**src/rtl/mod_i2s_tx.sv**
```systemverilog
// rtl/mod_i2s_tx.sv - I2S transmitter with sample FIFO and per-frame sample request
module mod_i2s_tx #(
   parameter int CLK_DIV      = 4,
   parameter int FIFO_DEPTH   = 4,
   parameter int SAMPLE_WIDTH = 32
) (
   input  logic                          i_clk,
   input  logic                          i_rst,
   input  logic [SAMPLE_WIDTH-1:0]       i_sample,
   input  logic                          i_sample_valid,
   output logic                          o_sample_req,
   output logic                          o_bclk,
   output logic                          o_lrclk,
   output logic                          o_sdata,
   output logic [$clog2(FIFO_DEPTH):0]   o_fifo_level,
   output logic                          o_overflow,
   output logic                          o_underflow
);

   localparam int DIV_W = (CLK_DIV > 1) ? $clog2(CLK_DIV) : 1;
   localparam int PTR_W = $clog2(FIFO_DEPTH);
   localparam int LVL_W = PTR_W + 1;
   localparam logic [DIV_W-1:0] DIV_LAST = DIV_W'(CLK_DIV - 1);
   localparam logic [LVL_W-1:0] LVL_FULL = LVL_W'(FIFO_DEPTH);

   // bit clock divider
   logic [DIV_W-1:0]        r_div;
   logic                    r_bclk;

   // frame sequencing and serial outputs
   logic [5:0]              r_f;
   logic [SAMPLE_WIDTH-1:0] r_frame;
   logic                    r_lrclk;
   logic                    r_sdata;
   logic                    r_sample_req;
   logic                    r_underflow;

   // sample FIFO
   logic [SAMPLE_WIDTH-1:0] r_mem [FIFO_DEPTH];
   logic [PTR_W-1:0]        r_wr_ptr;
   logic [PTR_W-1:0]        r_rd_ptr;
   logic [LVL_W-1:0]        r_level;
   logic                    r_overflow;

   logic                    w_tick;
   logic                    w_fall;
   logic [5:0]              w_f_next;
   logic                    w_frame_start;
   logic                    w_empty;
   logic                    w_full;
   logic                    w_pop;
   logic                    w_push;
   logic                    w_drop;
   logic [SAMPLE_WIDTH-1:0] w_frame_next;
   logic [4:0]              w_bit_idx;
   logic                    w_lr_next;

   // A fall event is the divider wrap while bclk is high; all serial outputs
   // move only here so the DAC sees stable data on the rising edge.
   assign w_tick        = (r_div == DIV_LAST);
   assign w_fall        = w_tick & r_bclk;
   assign w_f_next      = r_f + 6'd1;
   assign w_frame_start = w_fall & (w_f_next == 6'd0);

   assign w_empty = (r_level == '0);
   assign w_full  = (r_level == LVL_FULL);

   // Pop only when something is already stored: a push in the same cycle
   // never falls through to an empty FIFO's output.
   assign w_pop  = w_frame_start & ~w_empty;
   // A full FIFO still accepts a push when the same cycle pops a slot free.
   assign w_push = i_sample_valid & (~w_full | w_pop);
   assign w_drop = i_sample_valid & w_full & ~w_pop;

   assign w_frame_next = w_frame_start ? (w_empty ? '0 : r_mem[r_rd_ptr]) : r_frame;
   // 31-f for the left slot and 63-f for the right slot share the low five bits.
   assign w_bit_idx    = ~w_f_next[4:0];
   assign w_lr_next    = (w_f_next >= 6'd31) && (w_f_next <= 6'd62);

   // Divider: wrap at CLK_DIV-1 and toggle the bit clock
   always_ff @(posedge i_clk or posedge i_rst) begin
      if (i_rst) begin
         r_div  <= '0;
         r_bclk <= 1'b0;
      end else if (w_tick) begin
         r_div  <= '0;
         r_bclk <= ~r_bclk;
      end else begin
         r_div  <= r_div + DIV_W'(1);
      end
   end

   // Frame counter, frame register, word select, serial data and frame pulses
   always_ff @(posedge i_clk or posedge i_rst) begin
      if (i_rst) begin
         r_f          <= 6'd63;
         r_frame      <= '0;
         r_lrclk      <= 1'b0;
         r_sdata      <= 1'b0;
         r_sample_req <= 1'b0;
         r_underflow  <= 1'b0;
      end else begin
         r_sample_req <= w_frame_start;
         r_underflow  <= w_frame_start & w_empty;
         if (w_fall) begin
            r_f     <= w_f_next;
            r_frame <= w_frame_next;
            r_lrclk <= w_lr_next;
            r_sdata <= w_frame_next[w_bit_idx];
         end
      end
   end

   // Sample FIFO storage, pointers, level and overflow pulse
   always_ff @(posedge i_clk or posedge i_rst) begin
      if (i_rst) begin
         for (int i = 0; i < FIFO_DEPTH; i++) begin
            r_mem[i] <= '0;
         end
         r_wr_ptr   <= '0;
         r_rd_ptr   <= '0;
         r_level    <= '0;
         r_overflow <= 1'b0;
      end else begin
         r_overflow <= w_drop;
         if (w_push) begin
            r_mem[r_wr_ptr] <= i_sample;
            r_wr_ptr        <= r_wr_ptr + PTR_W'(1);
         end
         if (w_pop) begin
            r_rd_ptr <= r_rd_ptr + PTR_W'(1);
         end
         r_level <= r_level + LVL_W'(w_push) - LVL_W'(w_pop);
      end
   end

   assign o_bclk       = r_bclk;
   assign o_lrclk      = r_lrclk;
   assign o_sdata      = r_sdata;
   assign o_sample_req = r_sample_req;
   assign o_underflow  = r_underflow;
   assign o_overflow   = r_overflow;
   assign o_fifo_level = r_level;

endmodule

```
**config.mk**
```make
export PLATFORM = sky130hd
export DESIGN_NAME = mod_i2s_tx
export DESIGN_NICKNAME = d
export VERILOG_FILES = /design/src/rtl/mod_i2s_tx.sv
export SDC_FILE = /design/constraint.sdc
export NUM_CORES = 1
export LEC_CHECK = 0
export ABC_AREA = 1
export CORE_ASPECT_RATIO = 2
export CORE_MARGIN = 2
export CORE_UTILIZATION = 35
export DETAILED_ROUTE_END_ITERATION = 10
export SLEW_MARGIN = 10
export SYNTH_ARGS = -nofsm -noshare
export SYNTH_HDL_FRONTEND = slang
export SYNTH_SLANG_ARGS = --single-unit
```
**constraint.sdc**
```tcl
create_clock -name i_clk -period 9.1 [get_ports i_clk]
set_input_delay 2.275 -clock i_clk [delete_from_list [all_inputs] [get_ports i_clk]]
set_output_delay 2.275 -clock i_clk [all_outputs]
set_load 0.005 [all_outputs]
```
==> impl_summary.log, run 1 <==
[metrics] status: complete, no violations
[metrics] maximum number of pins on one net before global-route repair: 102
[metrics] number of placement rows: 81
[metrics] number of flip-flops and latches in the synthesized netlist: 181
[metrics] number of buffers inserted by port buffering: 43
[metrics] Max IR drop VDD: 0.1221 mV
[metrics] buffer depth of the longest clock path: 2
[metrics] pwr/cell area: 272.6 nW/um^2
[metrics] number of hold-slack violations in the final timing report: 0
[metrics] longest individual stage delay on the worst path: 0.92 ns
[metrics] total gr overflow: 0
[metrics] worst-path cell chain: clkdlybuf4s50_1, inv_6, buf_4
[metrics] sequential cell area fraction in the yosys report: 52.70%
[metrics] global-route wire length before repair: 32.24 mm
[metrics] share of post-route cells with drive strength above 1: 16.13%
[metrics] Worst Path Arrival: 4.41 ns
[metrics] cell type with the largest total area after synthesis: sky130_fd_sc_hd__dfrtp_1
[metrics] cell types with the highest counts after synthesis: sky130_fd_sc_hd__nand2_1 (195), sky130_fd_sc_hd__dfrtp_1 (175), sky130_fd_sc_hd__o21ai_0 (104)
[metrics] clock root buffer: sky130_fd_sc_hd__clkbuf_16
[metrics] First-pass DRT Iterations: 5
[metrics] final critical path time including I/O delays and setup: 4.068 ns
[metrics] worst clock skew on the final layout: 0.008732 ns
[metrics] share of power burned in registers: 46.1%
[metrics] CP Launch Type: input port
[metrics] area share of the leading cell type in the synthesized netlist: 50.86%
[metrics] power dissipated by switching net loads: 0.7786 mW
[metrics] Vias/cell: 5.062
[metrics] end of the worst hold path: r_div[0]$_DFF_PP0_
[metrics] critical path fanouts, max: 101
[metrics] Switching Fraction: 29.20%
[metrics] gate count after technology mapping: 902
[metrics] setup violation total in the final timing report: 0
[metrics] Die Area: 25,950 sq um
[metrics] Register-to-Register Path Depth: 15
[metrics] largest cells by area after synthesis: sky130_fd_sc_hd__dfrtp_1 (51%), sky130_fd_sc_hd__mux2_2 (11%), sky130_fd_sc_hd__nand2_1 (8.5%)
[metrics] data required time of the worst path: 9.44 ns
[metrics] Least-Margin Pin Slew: 1.021 ns
[metrics] clock transition at the registers of the reported paths: 0.07 ns
[metrics] total track usage: 16.06%
[metrics] Clock Latency Late Sink: 0.44 ns
[metrics] cell-internal power: 1.888 mW
[metrics] Die Y-Extent: 225.8 microns
[metrics] Comb pwr share: 25.6%
[metrics] Total Neg Setup Slack: 0 ns
[metrics] layer with the highest usage after global routing: met2
[metrics] via count of the first global-routing pass: 6,270
[metrics] initial antenna violation count: 0
[metrics] Achievable Freq: 245.8 MHz
[metrics] DRC Markers: 0
[metrics] hold_sp: r_div[0]$_DFF_PP0_
[metrics] ANT nets after route: 0
[metrics] area of the core region: 24,320 sq um
[metrics] Global Route met1 Usage: 19.07%
[metrics] number of nets in the finished design: 971
[metrics] RSZ-0062 raised after global routing: false
[metrics] Critical Setup Path Class: in2async
[metrics] placed wire-length estimate: 11.89 mm
[metrics] count of max-cap constraint violations: 0
[metrics] wirelength, routed: 19.35 mm
[metrics] cell with the largest stage delay on the worst path: sky130_fd_sc_hd__buf_4
[metrics] power share of the clock group: 28.3%
[metrics] starting utilization of the core area: 35.40%
[metrics] share of the clock period used by the worst path: 44.70%
[metrics] Num CTS Buffers: 17
[metrics] Worst Hold Class: reg2reg
[metrics] per-cell routed wire length: 15.78 microns
[metrics] buffering stage count on the worst path with inverters included: 3
[metrics] Net Count, Synth: 949
[metrics] iteration-0 DRC count of the detailed router: 299
[metrics] number of flops mapped to enable cells by yosys: 0
[metrics] Post-CTS Setup Repair Bufs: 0
[metrics] Max transition margin: 31.92%
[metrics] Top delay family on crit path: buffers and inverters
[metrics] Final Slew Violations: 0
[metrics] antenna diode count: 0
[metrics] CTS resizes: 0
[metrics] vias: 6,206
[metrics] placer congestion estimate: 0.7670
[metrics] worst setup slack for register-to-register paths: 5.38 ns
[metrics] area growth from synthesis to final layout: 13.63%
[metrics] Leak Pwr: 4.396 nW
[metrics] average cell area after synthesis: 9.545 sq um
[metrics] number of sinks driven by the clock tree: 181
[metrics] cts hold-fix bufs: 0
[metrics] warning count from the yosys run: 0
[metrics] most frequent cell after synthesis: sky130_fd_sc_hd__nand2_1
[metrics] die outline width: 114.9 microns
[metrics] depth of the worst hold-timing path: 1
[metrics] kind of end point of the critical path: asynchronous set/reset pin
[metrics] depth of the CTS H-tree: 4
[metrics] FF-to-FF End: o_fifo_level[2]$_DFF_PP0_
[metrics] global routing usage on met2: 28.24%
[metrics] TritonCTS clock tree: built
[metrics] area of the mapped netlist: 8610 sq um
[metrics] fraction of registers with async set/reset: 100.0%
[metrics] worst reg2reg startpoint: r_f[0]$_DFFE_PP1P_
[metrics] final total power: 2.666 mW
[metrics] count of distinct cell types in the synthesized netlist: 33
[metrics] Boundary Pins: 44
[metrics] global-route met3 utilization: 3.060%
[metrics] primary flip-flop cell chosen by synthesis mapping: sky130_fd_sc_hd__dfrtp_1
## kinds of logic (layout without fill, tap and decap cells)
group | count (synthesis) | count (layout) | synth area share, %
AO/OA/AOI/OAI | 171 | 171 | 10.30
XOR/XNOR | 8 | 8 | 0.8139
adder cells (fa/ha/maj) | 12 | 12 | 1.831
buffers and inverters | 127 | 161 | 6.845
flip-flops | 181 | 181 | 52.70
multiplexers | 82 | 82 | 10.73
AND/OR/NAND/NOR | 321 | 321 | 16.79
## power groups by stage
stage | clock network (mW) | registers [mW] | logic, mW
6_report | 0.755 | 1.23 | 0.683
5_1_grt | 0.798 | 1.26 | 0.779
3_3_place_gp | 0 | 1.23 | 0.674
4_1_cts | 0.777 | 1.23 | 0.697
2_1_floorplan | 0 | 1.21 | 0.546
3_5_place_dp | 0 | 1.24 | 0.692
## area by class of cell
cell class                      count  area [sq um]
Tap cell                          290         362.8
Fill cell                        2424         14540
Multi-Input combinational cell    594          3483
Clock buffer                       23         478.0
Clock inverter                      8         123.9
Timing Repair Buffer               52         498.0
Inverter                           78         297.8
Sequential cell                   181          4539
## stage by stage
stage | instances | utilization, % | hold slack [ns] | instance area, sq um | setup WS [ns]
after floorplan | 902 | - | 0.4099 | 8610 | 1.920
after global placement | 1195 | 37.75 | 0.4191 | 9181 | 4.439
after detailed placement | 1195 | 37.75 | 0.4244 | 9181 | 4.445
after CTS | 1226 | 40.22 | 0.4334 | 9783 | 4.929
after global routing | 1226 | 40.22 | 0.4789 | 9783 | 4.641
final | 1226 | 40.22 | 0.4305 | 9783 | 5.032
## how the worst max path moves through the flow
stage	slack (ns)	start	endpoint	cells after the start
3_5_place_dp	4.44	i_rst	r_rd_ptr[0]$_DFFE_PP0P_	3
4_1_cts	4.93	i_rst	r_rd_ptr[0]$_DFFE_PP0P_	3
6_report	5.03	i_rst	r_rd_ptr[0]$_DFFE_PP0P_	3
3_3_place_gp	4.44	i_rst	r_rd_ptr[0]$_DFFE_PP0P_	3
5_1_grt	4.64	i_rst	r_rd_ptr[0]$_DFFE_PP0P_	3
2_1_floorplan	1.92	i_rst	o_bclk$_DFFE_PP0N_	1
## flip-flops by register name, summed over array words and instances (netlist names), 2 cells and up
name and flops:
r_div 2, r_f 6, r_frame 32, r_rd_ptr 2, r_wr_ptr 2, o_fifo_level 3
r_mem 128
## per-layer routing
metal / share of wire [%] / up-vias
met5: 0 / -
met4: 2.0 / 0
met3: 2.7 / 25
met2: 54 / 98
met1: 42 / 3077
li1: - / 3006
## cell usage in the layout, fill, tap and decap left out, types with 7 or more instances in the layout
cell,count
sky130_fd_sc_hd__clkbuf_16,17
sky130_fd_sc_hd__dfrtp_1,173
sky130_fd_sc_hd__inv_1,74
sky130_fd_sc_hd__o211ai_1,11
sky130_fd_sc_hd__nand3_1,67
sky130_fd_sc_hd__a21oi_1,55
sky130_fd_sc_hd__ha_1,11
sky130_fd_sc_hd__clkdlybuf4s50_1,43
sky130_fd_sc_hd__nor2_1,26
sky130_fd_sc_hd__nor2_4,7
sky130_fd_sc_hd__buf_4,9
sky130_fd_sc_hd__xor2_1,7
sky130_fd_sc_hd__mux2_2,82
sky130_fd_sc_hd__o21ai_0,104
sky130_fd_sc_hd__nand2_1,195
Power figures use the tool's default switching activity.
==> run 2, diff against run 1 <==
clock period = 4.2 ns   (was 9.1 ns; I/O delays follow)
==> impl_summary.log, run 2 (same netlist as run 1, synthesis figures left out) <==
[metrics] worst clock skew on the final layout: 0.009834 ns (+0.001102 ns)
[metrics] area growth from synthesis to final layout: 16.03%
[metrics] longest individual stage delay on the worst path: 0.72 ns (-0.20 ns)
[metrics] First-pass DRT Iterations: 5 (unchanged)
[metrics] Boundary Pins: 44 (unchanged)
[metrics] area of the core region: 24,320 sq um (unchanged)
[metrics] Critical Setup Path Class: reg2reg
[metrics] antenna diode count: 0 (unchanged)
[metrics] number of hold-slack violations in the final timing report: 0 (unchanged)
[metrics] CTS resizes: 0 (unchanged)
[metrics] post-route setup slack: 0.8237 ns (-4.208 ns)
[metrics] pwr/cell area: 596.7 nW/um^2 (+120%)
[metrics] most common cell after layout, fill and taps aside: sky130_fd_sc_hd__nand2_1
[metrics] Final Slew Violations: 0 (unchanged)
[metrics] setup violation total in the final timing report: 0 (unchanged)
[metrics] via count of the first global-routing pass: 6,200 (-1.1%)
[metrics] Die Y-Extent: 225.8 microns (unchanged)
[metrics] number of nets in the finished design: 985 (+1.4%)
[metrics] iteration-0 DRC count of the detailed router: 280 (-6.4%)
[metrics] data required time of the worst path: 4.55 ns (-4.89 ns)
[metrics] DRC Markers: 0 (unchanged)
[metrics] Leak Pwr: 4.505 nW (+2.5%)
[metrics] Vias/cell: 4.977 (-1.7%)
[metrics] CP Launch Type: register
[metrics] Cells after DPL: 1,209 (+1.2%)
[metrics] per-cell routed wire length: 16.01 microns (+1.4%)
[metrics] vias: 6,176 (-0.48%)
[metrics] Max transition margin: 32.47% (+0.55 points)
[metrics] Final Non-Filler Cells: 1,241 (+1.2%)
[metrics] Num CTS Buffers: 17 (unchanged)
[metrics] Worst Path Arrival: 3.73 ns (-0.68 ns)
[metrics] kind of end point of the critical path: register
[metrics] share of the clock period used by the worst path: 80.39%
[metrics] final critical path time including I/O delays and setup: 3.376 ns
[metrics] biggest regs: r_mem: 128 flops, r_frame: 32 flops, r_f: 6 flops
[metrics] total track usage: 16.32% (+0.26 points)
[metrics] placed wire-length estimate: 13.49 mm (+13%)
[metrics] cts hold-fix bufs: 0 (unchanged)
[metrics] maximum number of pins on one net before global-route repair: 58 (-43%)
[metrics] Biggest register: r_mem
[metrics] placer congestion estimate: 0.8022 (+4.6%)
[metrics] clock root buffer: sky130_fd_sc_hd__clkbuf_16
[metrics] number of placement rows: 81 (unchanged)
[metrics] Worst Hold Class: reg2reg
[metrics] number of sinks driven by the clock tree: 181 (unchanged)
[metrics] most frequent cells in the layout: sky130_fd_sc_hd__nand2_1 (195), sky130_fd_sc_hd__dfrtp_1 (173), sky130_fd_sc_hd__o21ai_0 (104)
[metrics] global-route wire length before repair: 32.69 mm (+1.4%)
[metrics] cell with the largest stage delay on the worst path: sky130_fd_sc_hd__dfstp_2
[metrics] buffer depth of the longest clock path: 2 (unchanged)
[metrics] initial antenna violation count: 0 (unchanged)
[metrics] Total Neg Setup Slack: 0 ns (unchanged)
[metrics] depth of the worst hold-timing path: 1 (unchanged)
[metrics] max reg flops: 128 (unchanged)
[metrics] Clock Latency Late Sink: 0.44 ns (about the same)
[metrics] Achievable Freq: 296.2 MHz
[metrics] Post-CTS Setup Repair Bufs: 0 (unchanged)
[metrics] Max IR drop VDD: 0.2614 mV (+110%)
[metrics] ANT nets after route: 0 (unchanged)
[metrics] Die Area: 25,950 sq um (unchanged)
[metrics] starting utilization of the core area: 35.40% (unchanged)
[metrics] wirelength, routed: 19.86 mm (+2.7%)
[metrics] RSZ-0062 raised after global routing: false
[metrics] depth of the CTS H-tree: 4 (unchanged)
[metrics] total gr overflow: 0 (unchanged)
[metrics] cell area after layout: 9990 sq um (+2.1%)
[metrics] status: complete, no violations
[metrics] die outline width: 114.9 microns (unchanged)
[metrics] Least-Margin Pin Slew: 1.011 ns (-0.01045 ns)
[metrics] most repeated library cell on the critical path: sky130_fd_sc_hd__ha_1
[metrics] instance area at placement: 9348 sq um (+1.8%)
[metrics] TritonCTS clock tree: built
[metrics] critical path fanouts, max: 14 (-86%)
[metrics] Post-Place Worst Slack: 0.8268 ns (-3.618 ns)
[metrics] share of post-route cells with drive strength above 1: 17.35% (+1.2 points)
[metrics] worst-path cell chain: ha_1, nand2_1, nand2_2, nand2_2, nor2_4, nand3_2, nand3_2, nand2_4, ha_1, inv_1, ha_1, fa_1, xnor2_1, xor2_1
[metrics] count of max-cap constraint violations: 0 (unchanged)
[metrics] final core area utilization: 41.07% (+0.85 points)
[metrics] Register-to-Register Path Depth: 14 (-1)
[metrics] clock transition at the registers of the reported paths: 0.06 ns (about the same)
[metrics] number of buffers inserted by port buffering: 43 (unchanged)
run 2: cell types whose count changed in the layout (fill, tap and decap cells not counted), sizes merged:
cell      previous run  this run
inv                 76        75
bufinv               3         5
clkinvlp             2         1
clkinv               5         6
buf                  9        23
run 2: worst paths after layout:
check                                       endpoint  slack, ns               start
setup reg to reg           o_fifo_level[2]$_DFF_PP0_       0.82  r_f[0]$_DFFE_PP1P_
hold / removal                    r_div[0]$_DFF_PP0_       0.43  r_div[0]$_DFF_PP0_
hold reg to reg                   r_div[0]$_DFF_PP0_       0.43  r_div[0]$_DFF_PP0_
min in group asynchronous      r_mem[84]$_DFFE_PP0P_       1.19               i_rst
setup / recovery           o_fifo_level[2]$_DFF_PP0_       0.82  r_f[0]$_DFFE_PP1P_
max in group asynchronous      r_mem[79]$_DFFE_PP0P_       2.27               i_rst
run 2: layer usage:
metal	wire length [microns]	track usage, %	up-vias
met4	282	5.597	0
met1	8483	19.65	3033
met3	503	3.113	16
met2	10600	28.79	82
li1	-	-	3045
met5	0	0	-
run 2: final cells by class:
cell class / instances / area [sq um]
sequential: 181 / 4539
tap: 290 / 362.8
multi-input combinational: 594 / 3483
inverter: 78 / 296.5
clock buffer: 23 / 467.9
timing repair buffer: 66 / 665.6
clock inverter: 9 / 173.9
fill: 2411 / 14330
run 2: per-stage QoR:
| stage | hold WS, ns | total power, mW |
|---|---|---|
| floorplan | 0.4099 | 3.805 |
| global placement | 0.4188 | 4.205 |
| detailed placement | 0.4279 | 4.269 |
| CTS | 0.4366 | 6.034 |
| global route | 0.4574 | 6.322 |
| finish | 0.4321 | 5.960 |
run 2: worst max-delay path: cells and delay by family, from the launching register on:
family / cells / cell delay (ns)
flip-flops: 1 / 0.72
buffers and inverters: 1 / 0.04
XOR/XNOR: 2 / 0.34
AND/OR/NAND/NOR: 7 / 1.06
adder cells (fa/ha/maj): 4 / 1.14
run 2: power breakdown:
group	total [mW]	leakage (nW)	switching [mW]	internal, mW
sequential	2.67	2.24	0.275	2.40
combinational	1.54	1.95	0.792	0.748
clock	1.75	0.315	0.662	1.09
total	5.96	4.51	1.73	4.23
==> run 3, diff against run 2 <==
clock period = 3.3 ns   (was 4.2 ns; I/O delays follow)
==> impl_summary.log, run 3 (same netlist as run 1, synthesis figures left out) <==
[metrics] Leak Pwr: 4.568 nW (+1.4%)
[metrics] total track usage: 16.79% (+0.47 points)
[metrics] biggest regs: r_mem: 128 flops, r_frame: 32 flops, r_f: 6 flops
[metrics] Num CTS Buffers: 17 (unchanged)
[metrics] iteration-0 DRC count of the detailed router: 399 (+43%)
[metrics] critical path fanouts, max: 10 (-4)
[metrics] clock root buffer: sky130_fd_sc_hd__clkbuf_16
[metrics] Achievable Freq: 324.4 MHz (+9.5%)
[metrics] most common cell after layout, fill and taps aside: sky130_fd_sc_hd__nand2_1
[metrics] via count of the first global-routing pass: 6,350 (+2.4%)
[metrics] share of post-route cells with drive strength above 1: 18.33% (+0.98 points)
[metrics] RSZ-0062 raised after global routing: false
[metrics] Worst Path Arrival: 3.45 ns (-0.28 ns)
[metrics] placer congestion estimate: 0.8495 (+5.9%)
[metrics] worst clock skew on the final layout: 0.009070 ns (-0.0007635 ns)
[metrics] max reg flops: 128 (unchanged)
[metrics] Die Y-Extent: 225.8 microns (unchanged)
[metrics] Post-CTS Setup Repair Bufs: 0 (unchanged)
[metrics] maximum number of pins on one net before global-route repair: 58 (unchanged)
[metrics] share of the clock period used by the worst path: 93.42% (+13 points)
[metrics] setup violation total in the final timing report: 0 (unchanged)
[metrics] post-route setup slack: 0.2172 ns (-0.6065 ns)
[metrics] antenna diode count: 0 (unchanged)
[metrics] buffer depth of the longest clock path: 2 (unchanged)
[metrics] kind of end point of the critical path: register
[metrics] per-cell routed wire length: 16.25 microns (+1.5%)
[metrics] starting utilization of the core area: 35.40% (unchanged)
[metrics] Final Slew Violations: 0 (unchanged)
[metrics] Biggest register: r_mem
[metrics] Vias/cell: 5.043 (+1.3%)
[metrics] placed wire-length estimate: 13.81 mm (+2.4%)
[metrics] area growth from synthesis to final layout: 17.45%
[metrics] number of placement rows: 81 (unchanged)
[metrics] pwr/cell area: 764.5 nW/um^2 (+28%)
[metrics] depth of the CTS H-tree: 4 (unchanged)
[metrics] TritonCTS clock tree: built
[metrics] initial antenna violation count: 0 (unchanged)
[metrics] CP Launch Type: register
[metrics] Die Area: 25,950 sq um (unchanged)
[metrics] Post-Place Worst Slack: 0.2098 ns (-0.6170 ns)
[metrics] wirelength, routed: 20.31 mm (+2.3%)
[metrics] number of buffers inserted by port buffering: 43 (unchanged)
[metrics] data required time of the worst path: 3.66 ns (-0.89 ns)
[metrics] final critical path time including I/O delays and setup: 3.083 ns (-0.2935 ns)
[metrics] area of the core region: 24,320 sq um (unchanged)
[metrics] DRC Markers: 0 (unchanged)
[metrics] Boundary Pins: 44 (unchanged)
[metrics] Critical Setup Path Class: reg2reg
[metrics] number of hold-slack violations in the final timing report: 0 (unchanged)
[metrics] Max IR drop VDD: 0.3570 mV (+37%)
[metrics] First-pass DRT Iterations: 5 (unchanged)
[metrics] vias: 6,304 (+2.1%)
[metrics] die outline width: 114.9 microns (unchanged)
[metrics] status: complete, no violations
[metrics] global-route wire length before repair: 33.63 mm (+2.9%)
[metrics] Worst Hold Class: reg2reg
[metrics] ANT nets after route: 0 (unchanged)
[metrics] total gr overflow: 0 (unchanged)
[metrics] number of sinks driven by the clock tree: 181 (unchanged)
[metrics] clock transition at the registers of the reported paths: 0.07 ns (about the same)
[metrics] cts hold-fix bufs: 0 (unchanged)
[metrics] Least-Margin Pin Slew: 0.6983 ns (-0.3126 ns)
[metrics] number of nets in the finished design: 994 (+0.91%)
[metrics] Max transition margin: 53.35% (+21 points)
[metrics] CTS resizes: 0 (unchanged)
[metrics] most frequent cells in the layout: sky130_fd_sc_hd__nand2_1 (195), sky130_fd_sc_hd__dfrtp_1 (173), sky130_fd_sc_hd__o21ai_0 (104)
[metrics] count of max-cap constraint violations: 0 (unchanged)
[metrics] Clock Latency Late Sink: 0.44 ns (about the same)
[metrics] Total Neg Setup Slack: 0 ns (unchanged)
[run 3: changes by cell type in the layout (fill, tap and decap cells not counted)]
cell | previous run | this run
sky130_fd_sc_hd__buf_4 | 18 | 26
sky130_fd_sc_hd__clkinv_4 | 1 | 5
sky130_fd_sc_hd__clkinv_2 | 3 | 0
sky130_fd_sc_hd__clkbuf_1 | 4 | 2
sky130_fd_sc_hd__buf_12 | 5 | 6
sky130_fd_sc_hd__bufinv_16 | 5 | 6
[run 3: where the power goes]
group / switching [mW] / internal (mW)
Sequential: 0.343 / 3.05
Combinational: 1.02 / 0.972
Clock: 0.879 / 1.47
Total: 2.24 / 5.49
[run 3: through the flow]
stage | cell area (sq um) | instances | power [mW] | utilization, % | hold WS, ns
after floorplan | 8613 | 902 | 4.843 | - | 0.4099
after global placement | 9428 | 1218 | 5.367 | 38.76 | 0.4200
after detailed placement | 9428 | 1218 | 5.456 | 38.76 | 0.4353
after CTS | 10110 | 1250 | 7.827 | 41.57 | 0.4440
after global routing | 10110 | 1250 | 8.198 | 41.57 | 0.4556
final | 10110 | 1250 | 7.731 | 41.57 | 0.4407
[run 3: worst paths after layout]
path	cells past startpoint	end	slack, ns	start
max reg2reg	14	o_fifo_level[2]$_DFF_PP0_	0.22	r_f[0]$_DFFE_PP1P_
min in group asynchronous	2	r_frame[26]$_DFFE_PP0P_	0.85	i_rst
min	1	r_div[0]$_DFF_PP0_	0.44	r_div[0]$_DFF_PP0_
max in group asynchronous	3	r_mem[37]$_DFFE_PP0P_	1.58	i_rst
max	14	o_fifo_level[2]$_DFF_PP0_	0.22	r_f[0]$_DFFE_PP1P_
min reg2reg	1	r_div[0]$_DFF_PP0_	0.44	r_div[0]$_DFF_PP0_
[run 3: worst max-delay path, stage by stage (launching register included)]
cell                      delay (ns)
sky130_fd_sc_hd__dfstp_2        0.67
sky130_fd_sc_hd__ha_1           0.26
sky130_fd_sc_hd__nand2_1        0.08
sky130_fd_sc_hd__nand2_2        0.13
sky130_fd_sc_hd__nand2_2        0.07
sky130_fd_sc_hd__nor2_4         0.11
sky130_fd_sc_hd__nand3_2        0.15
sky130_fd_sc_hd__nand3_2        0.13
sky130_fd_sc_hd__nand2_4        0.15
sky130_fd_sc_hd__ha_1           0.32
sky130_fd_sc_hd__inv_1          0.04
sky130_fd_sc_hd__ha_1           0.18
sky130_fd_sc_hd__fa_1           0.38
sky130_fd_sc_hd__xnor2_1        0.17
sky130_fd_sc_hd__xor2_1         0.17
[run 3: routing by layer]
metal / track usage, % / share of wire, % / up-vias
met1: 19.88 / 41 / 3113
met4: 6.646 / 2.4 / 0
met5: 0 / 0 / -
met2: 29.77 / 54 / 103
li1: - / - / 3063
met3: 2.899 / 2.6 / 25
[run 3: area by class of cell]
cell class,instances,area [sq um]
well taps,290,362.8
fillers,2361,14210
clock inverters,11,224.0
multi-input cells,594,3483
inverters,78,296.5
repair buffers,75,745.7
clock buffers,21,460.4
flip-flops and latches,181,4539
==> RTL change 1: new RTL, flow settings as in run 1 <==
Register the output `o_overflow` once more; this adds one clock of latency there. The other outputs are not delayed to match.
--- a/src/rtl/mod_i2s_tx.sv
+++ b/src/rtl/mod_i2s_tx.sv
@@ -140,5 +140,7 @@
    assign o_sample_req = r_sample_req;
    assign o_underflow  = r_underflow;
-   assign o_overflow   = r_overflow;
+   always_ff @(posedge i_clk) begin
+      o_overflow <= r_overflow;
+   end
    assign o_fifo_level = r_level;
 
Check against the original RTL: not equivalent (a bounded check fails within 10 cycles, from zero or initial values and one cycle with i_rst high).
==> RTL change 1 against run 1 <==
Core utilization up 0.36 points. Synthesized area up 1.0%. Sequential cell count up 1. Critical path depth up 11. Largest power group unchanged. Combinational power about the same. Wire length up 5.8%. Power down 0.72%. Design area up 1.3%. Highest routed layer unchanged. Setup slack worse by 130 ps.
==> RTL change 1: results (changes against run 1) <==
Synth Area in Compound Gates=11.5% (+1.2 points); Crit Path Max Fanout=34 (-66%); Synth top cells by count=nand2_1, dfrtp_1, o21ai_0; global placer's final weighted congestion=0.787 (+2.5%); largest net degree at the start of global routing=72 (-29%); LEAKAGE=4.45 nW (+1.2%); adder-cell share of the synthesized area=1.81% (-0.018 points); DRT Pass-1 Iters=4 (-1); fillcell total=2455 (+1.3%); DP Worst Slack=4800 ps (+360 ps); sequential share of the synthesized area=52.4% (-0.30 points); first-iteration detailed-routing DRC count=287 (-4.0%); M3 GR Usage=3.19% (+0.14 points); share of cells above drive strength 1=10.5% (-5.6 points); status=complete, no violations; Peak VDD IR=109 µV (-11%); placed wire-length estimate=13000 µm (+9.0%); Via density=4.87 (-3.8%); Syn Nets=998 (+5.2%); final wirelength=20500 µm (+5.8%); Slew headroom=39.9% (+7.9 points); M1 GR Usage=19.4% (+0.32 points); slowest cell on the critical path=dfstp_2; FFs w/ async S/R, synth=99.5% (-0.55 points); number of global-route vias before repair=6354 (+1.3%); gr usage total=16.7% (+0.60 points); mux cell area share after synthesis=8.29% (-2.4 points); Crit path largest cell delay=830 ps (-90 ps); Post-Synth XOR/XNOR Area=0.504% (-0.31 points); crit-path leading delay family=simple AND/OR/NAND/NOR gates; Post-Syn Instances=951 (+5.4%)
RTL change 1: kinds of logic after synthesis:
family | Yosys count
AOI/OAI and AO/OA | 188
xor gates and xnor gates | 5
adders and majority gates | 12
buffers and inverters | 157
DFF | 182
muxes | 64
and+or+nand+nor | 343
RTL change 1: final cells by class:
| cell class | instances | area (µm²) | share of cell area, % |
|---|---|---|---|
| Tap cell | 332 | 415 | 4.19 |
| Clock buffer | 23 | 478 | 4.82 |
| Sequential cell | 182 | 4560 | 46.0 |
| Timing Repair Buffer | 53 | 505 | 5.10 |
| Inverter | 100 | 380 | 3.84 |
| Multi-Input combinational cell | 612 | 3470 | 35.0 |
| Clock inverter | 9 | 100 | 1.01 |
RTL change 1: where the power goes:
| part | total (mW) | switching [mW] | internal, mW | leakage (nW) |
|---|---|---|---|---|
| clock network | 0.735 | 0.312 | 0.424 | 0.283 |
| registers | 1.23 | 0.119 | 1.11 | 2.25 |
| logic | 0.684 | 0.385 | 0.300 | 1.91 |
| total | 2.65 | 0.815 | 1.83 | 4.45 |
RTL change 1: path summary, 6_finish.rpt:
kind	start	end	slack, ps	cells past startpoint
worst max-delay path	r_f[0]	o_fifo_level[2]	4910	14
worst min-delay path	r_overflow	o_overflow	340	0
worst max register to register	r_f[0]	o_fifo_level[2]	4910	14
worst min register to register	r_overflow	o_overflow	340	0
max in group asynchronous	i_rst	r_rd_ptr[0]	5490	3
min in group asynchronous	i_rst	r_mem[3]	2230	2
RTL change 1: worst reg2reg max path: cells and delay by family, from the launching register on:
kind | cells | cell delay, ps
fa+ha+maj | 4 | 1160
simple gates | 6 | 1690
buf+inv | 2 | 110
xor+xnor | 2 | 290
flops | 1 | 830
==> RTL change 2: new RTL, flow settings as in run 1 <==
Made on the original files. Set the parameter `SAMPLE_WIDTH` to 48 (it was 32).
--- a/src/rtl/mod_i2s_tx.sv
+++ b/src/rtl/mod_i2s_tx.sv
@@ -3,5 +3,5 @@
    parameter int CLK_DIV      = 4,
    parameter int FIFO_DEPTH   = 4,
-   parameter int SAMPLE_WIDTH = 32
+   parameter int SAMPLE_WIDTH = 48
 ) (
    input  logic                          i_clk,
Interface: changed (resized i_sample); port bits go from 44 to 60. The function was not compared with the original's and may differ.
==> RTL change 2 against run 1 <==
Setup slack better by 85 ps. Design area is 2.7% lower. Non-clock buffer count is 3 lower. Synthesized area is 2.4% lower. Sequential cell count stayed put. Final cell count is 9.5% higher. Via count is 7.8% higher. Core utilization is 0.084 points lower. Power is 4.8% lower. Wire length is 3.8% higher. Fmax is 2.1% higher. Largest power group unchanged. Highest routed layer unchanged.
==> RTL change 2: results (changes against run 1) <==
Post-Syn Instances=1038 (+15%); Critical path destination=r_mem[58]; Avg WL per Cell=15.0 µm (-5.2%); Post CTS Setup Buffer Count=0 (unchanged); Gate power share=24.4% (-1.2 points); Synth top cells by count=nand2_1, dfrtp_1, o21ai_0; Skew-Pair Late Insertion Delay=440 ps (about the same); Crit path arrival time=4420 ps (about the same); final wirelength=20100 µm (+3.8%); Top FF cell, synth=dfrtp_1; FFs w/ async S/R, synth=100% (unchanged); Clk pwr share=27.4% (-0.9 points); global placer's final weighted congestion=0.804 (+4.8%); hold slack=438 ps (+7.61 ps); Placed Cells=1315 (+10%); M3 GR Usage=2.99% (-0.071 points); worst setup path start=i_rst; Gates resized, CTS repair=0 (unchanged); first-pass GRT wire length=33900 µm (+5.2%); placed wire-length estimate=11900 µm (about the same); Hold Path Origin=r_div[0]; gr usage total=17.0% (+0.93 points); Synth area leaders=dfrtp_1, nand2_1, o21ai_0, nand3_1, nor2_1; number of global-route vias before repair=6730 (+7.3%); sequential share of the synthesized area=54.0% (+1.3 points); Comb. pwr=0.619 mW (-9.4%); Fin Clk Skew=6.06 ps (-2.67 ps); Crit Path Max Fanout=105 (+4.0%); top layer in use=met4; Via density=4.98 (-1.6%); largest net degree at the start of global routing=106 (+3.9%); LEAKAGE=4.72 nW (+7.4%); fillcell total=2354 (-2.9%); # diodes=0 (unchanged); met3 WL=603 µm (+15%); DP Worst Slack=4530 ps (+80.8 ps); class of the worst hold path=flop to flop; first-iteration detailed-routing DRC count=338 (+13%); Cell variety after synth=32 (-3.0%); met2 wire len=10400 µm (about the same); share of cells above drive strength 1=5.59% (-11 points); status=complete, no violations; CTS root buffer=clkbuf_16; yosys warns=0 (unchanged); Slew headroom=35.8% (+3.8 points); met2 Use GR=29.7% (+1.5 points); initial antenna violation count=0 (unchanged); fin crit share=43.8% (-0.93 points); M1 GR Usage=20.0% (+0.88 points); switching power total=0.819 mW (+5.2%); DRT met1 WL=8470 µm (+5.1%); Crit path largest cell delay=900 ps (-20 ps); Placed Area=0.00898 mm² (-2.2%); reg2reg setup slack=5170 ps (-210 ps); Syn Nets=1101 (+16%); Peak VDD IR=115 µV (-5.8%); R2R depth=14 (-1); Final Hold Viols=0 (unchanged); total CTS buffers=17 (unchanged)
[RTL change 2: cell count changes in the layout (fill, tap and decap cells not counted), moves of 4 or more]
cell and change:
nand2_1 +153, mux2_2 -82, nor2_1 +45, a21oi_1 -43
nand3_1 +37, o21ai_0 +36, inv_1 -23, o21ai_1 +17
o211ai_1 -11, nor2_4 -6, or2_2 -5, and2_1 -4
o22ai_1 +4
[RTL change 2: cell families (layout without fill, tap and decap cells)]
kind of cell,after synthesis,in the layout,share of synthesized area [%]
adder cells (fa/ha/maj),12,12,1.88
XOR/XNOR,6,6,0.625
AO/OA/AOI/OAI,174,174,10.4
buffers and inverters,117,135,5.85
AND/OR/NAND/NOR,548,548,27.2
flip-flops,181,181,54.0
[RTL change 2: layout make-up]
class                   count  area, µm²  area share, %
inverters                  58        225           2.37
flip-flops and latches    181       4540           47.7
repair buffers             49        475           4.99
clock buffers              24        492           5.16
multi-input cells         740       3380           35.5
well taps                 287        359           3.77
clock inverters             4       48.8          0.512
